$ cat src/rtl/alu_rr_sched_if.sv
// Bundles the request, shared-ALU and response signals of the round-robin ALU
// scheduler. The slave modport is the scheduler. The master modport is its
// environment: the requesters, the shared ALU and the response consumer.
interface alu_rr_sched_if #(
  parameter int unsigned NUM_REQ = 4,
  parameter int unsigned ID_W    = 2,
  parameter int unsigned CNT_W   = 16
) ();

  logic [NUM_REQ-1:0]   req_valid;
  logic [NUM_REQ-1:0]   req_ready;
  logic [8*NUM_REQ-1:0] req_a;
  logic [8*NUM_REQ-1:0] req_b;
  logic [2*NUM_REQ-1:0] req_op;

  logic [7:0]           alu_a;
  logic [7:0]           alu_b;
  logic [1:0]           alu_opcode;
  logic [7:0]           alu_result;

  logic                 rsp_valid;
  logic                 rsp_ready;
  logic [ID_W-1:0]      rsp_id;
  logic [7:0]           rsp_data;
  logic                 rsp_zero;
  logic [CNT_W-1:0]     ops_done;

  modport master (
    output req_valid, req_a, req_b, req_op, alu_result, rsp_ready,
    input  req_ready, alu_a, alu_b, alu_opcode, rsp_valid, rsp_id, rsp_data, rsp_zero,
           ops_done
  );

  modport slave (
    input  req_valid, req_a, req_b, req_op, alu_result, rsp_ready,
    output req_ready, alu_a, alu_b, alu_opcode, rsp_valid, rsp_id, rsp_data, rsp_zero,
           ops_done
  );

endinterface

$ cat src/rtl/alu_rr_sched.sv
// Round-robin scheduler that shares one combinational 8-bit ALU between NUM_REQ
// requesters. A grant latches the operands, one cycle is spent in the ALU, and
// the captured result is returned with the owner's index on a valid/ready channel.
module alu_rr_sched #(
  parameter int unsigned NUM_REQ = 4,
  parameter int unsigned ID_W    = 2,
  parameter int unsigned CNT_W   = 16
) (
  input logic            clk,
  input logic            rst,
  alu_rr_sched_if.slave  bus
);

  typedef enum logic [1:0] {StIdle, StExec, StResp} state_e;

  state_e           state_q, state_d;
  logic [ID_W-1:0]  rr_ptr_q, rr_ptr_d;
  logic [7:0]       alu_a_q, alu_a_d;
  logic [7:0]       alu_b_q, alu_b_d;
  logic [1:0]       alu_op_q, alu_op_d;
  logic [7:0]       rsp_data_q, rsp_data_d;
  logic [ID_W-1:0]  rsp_id_q, rsp_id_d;
  logic             rsp_valid_q, rsp_valid_d;
  logic             rsp_zero_q, rsp_zero_d;
  logic [CNT_W-1:0] ops_done_q, ops_done_d;

  logic               grant_found;
  logic [ID_W-1:0]    grant_idx;
  logic [ID_W-1:0]    cand;
  logic [7:0]         grant_a;
  logic [7:0]         grant_b;
  logic [1:0]         grant_op;
  logic [NUM_REQ-1:0] req_ready;

  // Round-robin search: first valid requester at or after rr_ptr+1, wrapping.
  always_comb begin
    grant_found = 1'b0;
    grant_idx   = '0;
    cand        = '0;
    for (int unsigned k = 1; k <= NUM_REQ; k++) begin
      cand = ID_W'((32'(rr_ptr_q) + k) % NUM_REQ);
      if (!grant_found && bus.req_valid[cand]) begin
        grant_found = 1'b1;
        grant_idx   = cand;
      end
    end
  end

  // Operand mux selecting the winner's packed fields.
  always_comb begin
    grant_a  = '0;
    grant_b  = '0;
    grant_op = '0;
    for (int unsigned i = 0; i < NUM_REQ; i++) begin
      if (grant_idx == ID_W'(i)) begin
        grant_a  = bus.req_a[8*i +: 8];
        grant_b  = bus.req_b[8*i +: 8];
        grant_op = bus.req_op[2*i +: 2];
      end
    end
  end

  // FSM next-state, grant strobe and datapath updates.
  always_comb begin
    state_d     = state_q;
    rr_ptr_d    = rr_ptr_q;
    alu_a_d     = alu_a_q;
    alu_b_d     = alu_b_q;
    alu_op_d    = alu_op_q;
    rsp_data_d  = rsp_data_q;
    rsp_id_d    = rsp_id_q;
    rsp_valid_d = rsp_valid_q;
    rsp_zero_d  = rsp_zero_q;
    ops_done_d  = ops_done_q;
    req_ready   = '0;

    unique case (state_q)
      StIdle: begin
        if (grant_found) begin
          req_ready[grant_idx] = 1'b1;
          alu_a_d              = grant_a;
          alu_b_d              = grant_b;
          alu_op_d             = grant_op;
          rsp_id_d             = grant_idx;
          rr_ptr_d             = grant_idx;
          state_d              = StExec;
        end
      end
      StExec: begin
        rsp_data_d  = bus.alu_result;
        rsp_zero_d  = (bus.alu_result == 8'h00);
        rsp_valid_d = 1'b1;
        state_d     = StResp;
      end
      StResp: begin
        if (bus.rsp_ready) begin
          rsp_valid_d = 1'b0;
          ops_done_d  = ops_done_q + CNT_W'(1);
          state_d     = StIdle;
        end
      end
      default: state_d = StIdle;
    endcase

    // No acceptance may be signalled while the block is being reset.
    if (rst) begin
      req_ready = '0;
    end
  end

  // State register; reset drops any in-flight operation without a response.
  always_ff @(posedge clk) begin
    if (rst) begin
      state_q     <= StIdle;
      rr_ptr_q    <= ID_W'(NUM_REQ - 1);
      alu_a_q     <= '0;
      alu_b_q     <= '0;
      alu_op_q    <= '0;
      rsp_data_q  <= '0;
      rsp_id_q    <= '0;
      rsp_valid_q <= 1'b0;
      rsp_zero_q  <= 1'b0;
      ops_done_q  <= '0;
    end else begin
      state_q     <= state_d;
      rr_ptr_q    <= rr_ptr_d;
      alu_a_q     <= alu_a_d;
      alu_b_q     <= alu_b_d;
      alu_op_q    <= alu_op_d;
      rsp_data_q  <= rsp_data_d;
      rsp_id_q    <= rsp_id_d;
      rsp_valid_q <= rsp_valid_d;
      rsp_zero_q  <= rsp_zero_d;
      ops_done_q  <= ops_done_d;
    end
  end

  assign bus.req_ready  = req_ready;
  assign bus.alu_a      = alu_a_q;
  assign bus.alu_b      = alu_b_q;
  assign bus.alu_opcode = alu_op_q;
  assign bus.rsp_valid  = rsp_valid_q;
  assign bus.rsp_id     = rsp_id_q;
  assign bus.rsp_data   = rsp_data_q;
  assign bus.rsp_zero   = rsp_zero_q;
  assign bus.ops_done   = ops_done_q;

endmodule
$ cat src/flat_wrapper.sv
// flat-port wrapper written by rule: the top's interface ports become plain ports
module alu_rr_sched_flat 
#(
  parameter int unsigned NUM_REQ = 4,
  parameter int unsigned ID_W    = 2,
  parameter int unsigned CNT_W   = 16
)
  (clk, rst, bus_req_valid, bus_req_a, bus_req_b, bus_req_op, bus_alu_result, bus_rsp_ready, bus_req_ready, bus_alu_a, bus_alu_b, bus_alu_opcode, bus_rsp_valid, bus_rsp_id, bus_rsp_data, bus_rsp_zero, bus_ops_done);
  alu_rr_sched_if #(.NUM_REQ(NUM_REQ), .ID_W(ID_W), .CNT_W(CNT_W)) bus_i ();
  input logic clk;
  input logic rst;
  input wire logic [$bits(bus_i.req_valid)-1:0] bus_req_valid;
  input wire logic [$bits(bus_i.req_a)-1:0] bus_req_a;
  input wire logic [$bits(bus_i.req_b)-1:0] bus_req_b;
  input wire logic [$bits(bus_i.req_op)-1:0] bus_req_op;
  input wire logic [$bits(bus_i.alu_result)-1:0] bus_alu_result;
  input wire logic [$bits(bus_i.rsp_ready)-1:0] bus_rsp_ready;
  output wire logic [$bits(bus_i.req_ready)-1:0] bus_req_ready;
  output wire logic [$bits(bus_i.alu_a)-1:0] bus_alu_a;
  output wire logic [$bits(bus_i.alu_b)-1:0] bus_alu_b;
  output wire logic [$bits(bus_i.alu_opcode)-1:0] bus_alu_opcode;
  output wire logic [$bits(bus_i.rsp_valid)-1:0] bus_rsp_valid;
  output wire logic [$bits(bus_i.rsp_id)-1:0] bus_rsp_id;
  output wire logic [$bits(bus_i.rsp_data)-1:0] bus_rsp_data;
  output wire logic [$bits(bus_i.rsp_zero)-1:0] bus_rsp_zero;
  output wire logic [$bits(bus_i.ops_done)-1:0] bus_ops_done;
  assign bus_i.req_valid = bus_req_valid;
  assign bus_i.req_a = bus_req_a;
  assign bus_i.req_b = bus_req_b;
  assign bus_i.req_op = bus_req_op;
  assign bus_i.alu_result = bus_alu_result;
  assign bus_i.rsp_ready = bus_rsp_ready;
  assign bus_req_ready = bus_i.req_ready;
  assign bus_alu_a = bus_i.alu_a;
  assign bus_alu_b = bus_i.alu_b;
  assign bus_alu_opcode = bus_i.alu_opcode;
  assign bus_rsp_valid = bus_i.rsp_valid;
  assign bus_rsp_id = bus_i.rsp_id;
  assign bus_rsp_data = bus_i.rsp_data;
  assign bus_rsp_zero = bus_i.rsp_zero;
  assign bus_ops_done = bus_i.ops_done;
  alu_rr_sched #(.NUM_REQ(NUM_REQ), .ID_W(ID_W), .CNT_W(CNT_W)) u_core (.clk(clk), .rst(rst), .bus(bus_i));
endmodule
$ cat config.mk
export PLATFORM = sky130hd
export DESIGN_NAME = alu_rr_sched_flat
export DESIGN_NICKNAME = d
export VERILOG_FILES = /design/src/rtl/alu_rr_sched_if.sv /design/src/rtl/alu_rr_sched.sv /design/src/flat_wrapper.sv
export SDC_FILE = /design/constraint.sdc
export NUM_CORES = 1
export LEC_CHECK = 0
export CORE_MARGIN = 3
export CORE_UTILIZATION = 30
export CTS_BUF_LIST = sky130_fd_sc_hd__clkbuf_8
export CTS_CLUSTER_SIZE = 8
export DETAILED_ROUTE_END_ITERATION = 8
export SYNTH_ARGS = -nofsm -noshare
export SYNTH_HDL_FRONTEND = slang
export SYNTH_SLANG_ARGS = --single-unit
export TNS_END_PERCENT = 50
$ cat constraint.sdc
create_clock -name clk -period 2.3 [get_ports clk]
set_input_delay 0.46 -clock clk [delete_from_list [all_inputs] [get_ports clk]]
set_output_delay 0.46 -clock clk [all_outputs]
set_load 0.1 [all_outputs]
==> flow_metrics.tcl <==
set metrics [dict create \
    status "completed" \
    grt_antenna_before_repair 0 \
    gp_congestion 0.785 \
    io_buffers 136 \
    drc 0 \
    setup_violations 0 \
    crit_path_top_delay_cell "dlygate4sd2_1" \
    wirelength_um 8080 \
    p_per_area_nw_per_um2 688 \
    synthCells 317 \
    max-cap-violations 0 \
    synthArstFlopShare_pct 0 \
    worst_hold_slack_ps 461 \
    yosys.area_share.simple_pct 22.7 \
    ys_seq_elements 50 \
    grt_pass1_wl_um 13300 \
    dpl.cell_count 557 \
    min_period_ps 2260 \
    syn_to_final_growth_pct 64.4 \
    critPathCaptureType "output port" \
    start_kind "input port" \
    relSlewSlack_pct 61.3 \
    synth_xor_area_share_pct 4.02 \
    clkSlewWorstSetupHoldPaths_ps 90 \
    max_freq_mhz 443 \
    drive_above_1_share_pct 22.3 \
    design.portCount 137 \
    clockRootBuffer "clkbuf_8" \
    drtIter0Drc 32 \
    vdd_ir_drop_max_mv 0.375 \
    p_leak_nw 1.80 \
    path_depth 7 \
    cts.sinks 50 \
    yosys-mux-area-fraction_pct 8.05 \
    die_area_um2 9860 \
    first_pass_iters 4 \
    grt_usage_pct 16.3 \
    yosys_warnings 0 \
    die_w_um 99.3 \
    required_ps 1840 \
    grt_overflow 0 \
    synth_top_family_by_area "simple AND/OR/NAND/NOR gates" \
    vias 2729 \
    avgRoutedWirePerCell_um 14.2 \
    cts_hold_buf 0 \
    synth_area_leader_cell "dfxtp_1" \
    synth_fa_ha_area_share_pct 0.479 \
    crit_path_max_incr_delay_ps 290 \
    ant_nets 0 \
    hp-class "flop to flop" \
    finalCritPeriodShare_pct 98.1 \
    synth_flop_cell "dfxtp_1" \
    rows 33 \
    critical_path_buf_inv_count 3 \
    placeableCoreArea_um2 8340 \
    crit_chain "dlygate4sd2_1, mux2i_1, o22ai_1, a21o_1, buf_6, nor3_4, buf_12" \
    cp_max_fo 4 \
    whs_path_depth 2 \
    criticalPathCategory "input port to output port" \
    worst_slew_pin_slew_ps 580 \
    crit_arrival_ps 1800 \
    syn_area_um2 2610 \
    final-instance-count-excl-fill 567 \
    yosys.area.top_type_share_pct 38.3 \
    synth-edff-count 0 \
    reg2reg_depth 7 \
    slew_violations 0 \
    antenna_cells 0 \
    cts_tree "done" \
    hold_viol 0 \
    synth.area.top_cells "dfxtp_1, mux2i_1, nand2_1" \
    cts-buffers-inserted 5 \
    dp_hpwl_um 6300 \
    clock_path_buffers 2 \
    die_height_um 99.3 \
    synth_cell_types 39 \
    via_per_inst 4.81 \
    grt_pass1_vias 2856 \
    syn_nets 405 \
    grt_max_degree 37 \
    avgSynthCellArea_um2 8.24 \
    seq_area_frac_synth_pct 38.3 \
    nNetsFinal 549 \
    synth_compound_area_share_pct 20.7 \
    clk_latency_ps 300 \
    cts_max_level 2 \
    finalClockSkew_ps 5.93 \
    path_delay_family "buffers and inverters" \
    initial_utilization_pct 31.3 \
]
[worst register-to-register path, cell delays in order, from the launching register on]
cell and delay, ps:
dfxtp_4 400, buf_4 120, nand2_1 40, o22a_1 260, buf_4 250, and3_1 200, o21ai_1 210, o211ai_1 140
[cell usage in the layout (no fill, tap or decap), types with 2 or more instances in the layout]
master,netlist,final
clkdlybuf4s50_1,0,81
buf_4,2,68
dfxtp_1,50,49
nand2_1,50,47
mux2i_1,21,21
and3_1,21,21
a21boi_0,18,18
o211ai_1,18,18
a21oi_1,17,17
nor2_1,20,16
o21ai_0,12,12
o21ai_1,11,11
xor2_1,8,8
clkbuf_8,0,6
buf_12,0,6
inv_1,4,4
nand3_1,4,4
xnor2_1,4,4
nand4_1,4,4
nor2_4,0,3
nand2_2,0,3
nor3_1,5,3
or3_1,3,3
nor2b_1,4,3
dlygate4sd2_1,0,3
nor3_4,0,2
nor4_1,2,2
clkinv_4,0,2
clkbuf_2,1,2
buf_6,2,2
[through the flow]
step | setup WS (ps) | utilization (%) | power, mW | setup TNS, ps | instance area (um2)
after CTS | 1.50 | 51.2 | 2.98 | 0 | 4270
final | 42.6 | 51.5 | 2.96 | 0 | 4290
after global routing | -16.5 | 51.5 | 3.10 | -20.0 | 4290
after detailed placement | -294 | 49.9 | 2.42 | -5050 | 4160
after floorplan | -166 | - | 2.00 | -465 | 2680
after global placement | -255 | 49.9 | 2.41 | -4070 | 4160
[worst paths after layout]
path	start	to	slack, ps
hold / removal	u_core.bus.rsp_id[0]$_SDFFE_PP0P_	u_core.bus.rsp_id[0]$_SDFFE_PP0P_	460
setup reg to reg	u_core.rr_ptr_q[1]$_SDFFE_PP1P_	u_core.bus.alu_opcode[0]$_SDFFE_PP0P_	560
setup / recovery	bus_req_valid[1]	bus_req_ready[0]	40
hold reg to reg	u_core.bus.rsp_id[0]$_SDFFE_PP0P_	u_core.bus.rsp_id[0]$_SDFFE_PP0P_	460
[where the power goes]
part / internal (mW) / leakage, nW / switching, mW / total (mW)
combinational: 0.469 / 1.34 / 0.927 / 1.40
clock: 0.248 / 0.0514 / 0.305 / 0.554
sequential: 0.952 / 0.409 / 0.0550 / 1.01
[what timing repair did]
action                                  CTS  global route
pin swaps                                 1             3
buffers inserted                          0             2
resized for setup                        10             8
endpoints found under the setup margin    4             2
[layout make-up]
class / count / area (um2)
clock inverter: 2 / 17.5
multi-input combinational: 238 / 1540
tap: 105 / 131
timing repair buffer: 162 / 1500
sequential: 50 / 1000
clock buffer: 6 / 82.6
inverter: 4 / 15.0
fill: 789 / 4050
[logic make-up (layout without fill, tap and decap cells)]
group	Yosys count	count (layout)
AO/OA/AOI/OAI	83	83
XOR/XNOR	12	12
adder cells (fa/ha/maj)	1	1
buffers and inverters	29	174
flip-flops	50	50
multiplexers	21	21
AND/OR/NAND/NOR	121	121
[metal layers]
layer  share of wire, %  track usage, %  up-vias
met1                 42            18.2     1214
met5                  0               0        -
li1                   -               -     1402
met3                 11            6.94        9
met2                 46            28.6      104
met4                1.5            4.41        0
[synthesized netlist by cell type, drive strengths merged, types with 5 or more instances]
| library cell | count |
|---|---|
| a21boi | 18 |
| a21oi | 17 |
| and3 | 21 |
| buf | 10 |
| clkbuf | 15 |
| dfxtp | 50 |
| mux2i | 21 |
| nand2 | 50 |
| nand4 | 5 |
| nor2 | 20 |
| nor3 | 5 |
| o211ai | 18 |
| o21ai | 23 |
| xor2 | 8 |
[sequential cells by signal (all words and copies together) (netlist names)]
| name | flops |
|---|---|
| u_core.bus.ops_done | 16 |
| u_core.bus.alu_a | 8 |
| u_core.bus.alu_b | 8 |
| u_core.bus.rsp_data | 8 |
| u_core.bus.alu_opcode | 2 |
| u_core.bus.rsp_id | 2 |
| u_core.rr_ptr_q | 2 |
| u_core.state_q | 2 |
| u_core.bus.rsp_valid | 1 |
| u_core.bus.rsp_zero | 1 |
Power figures use the tool's default switching activity.
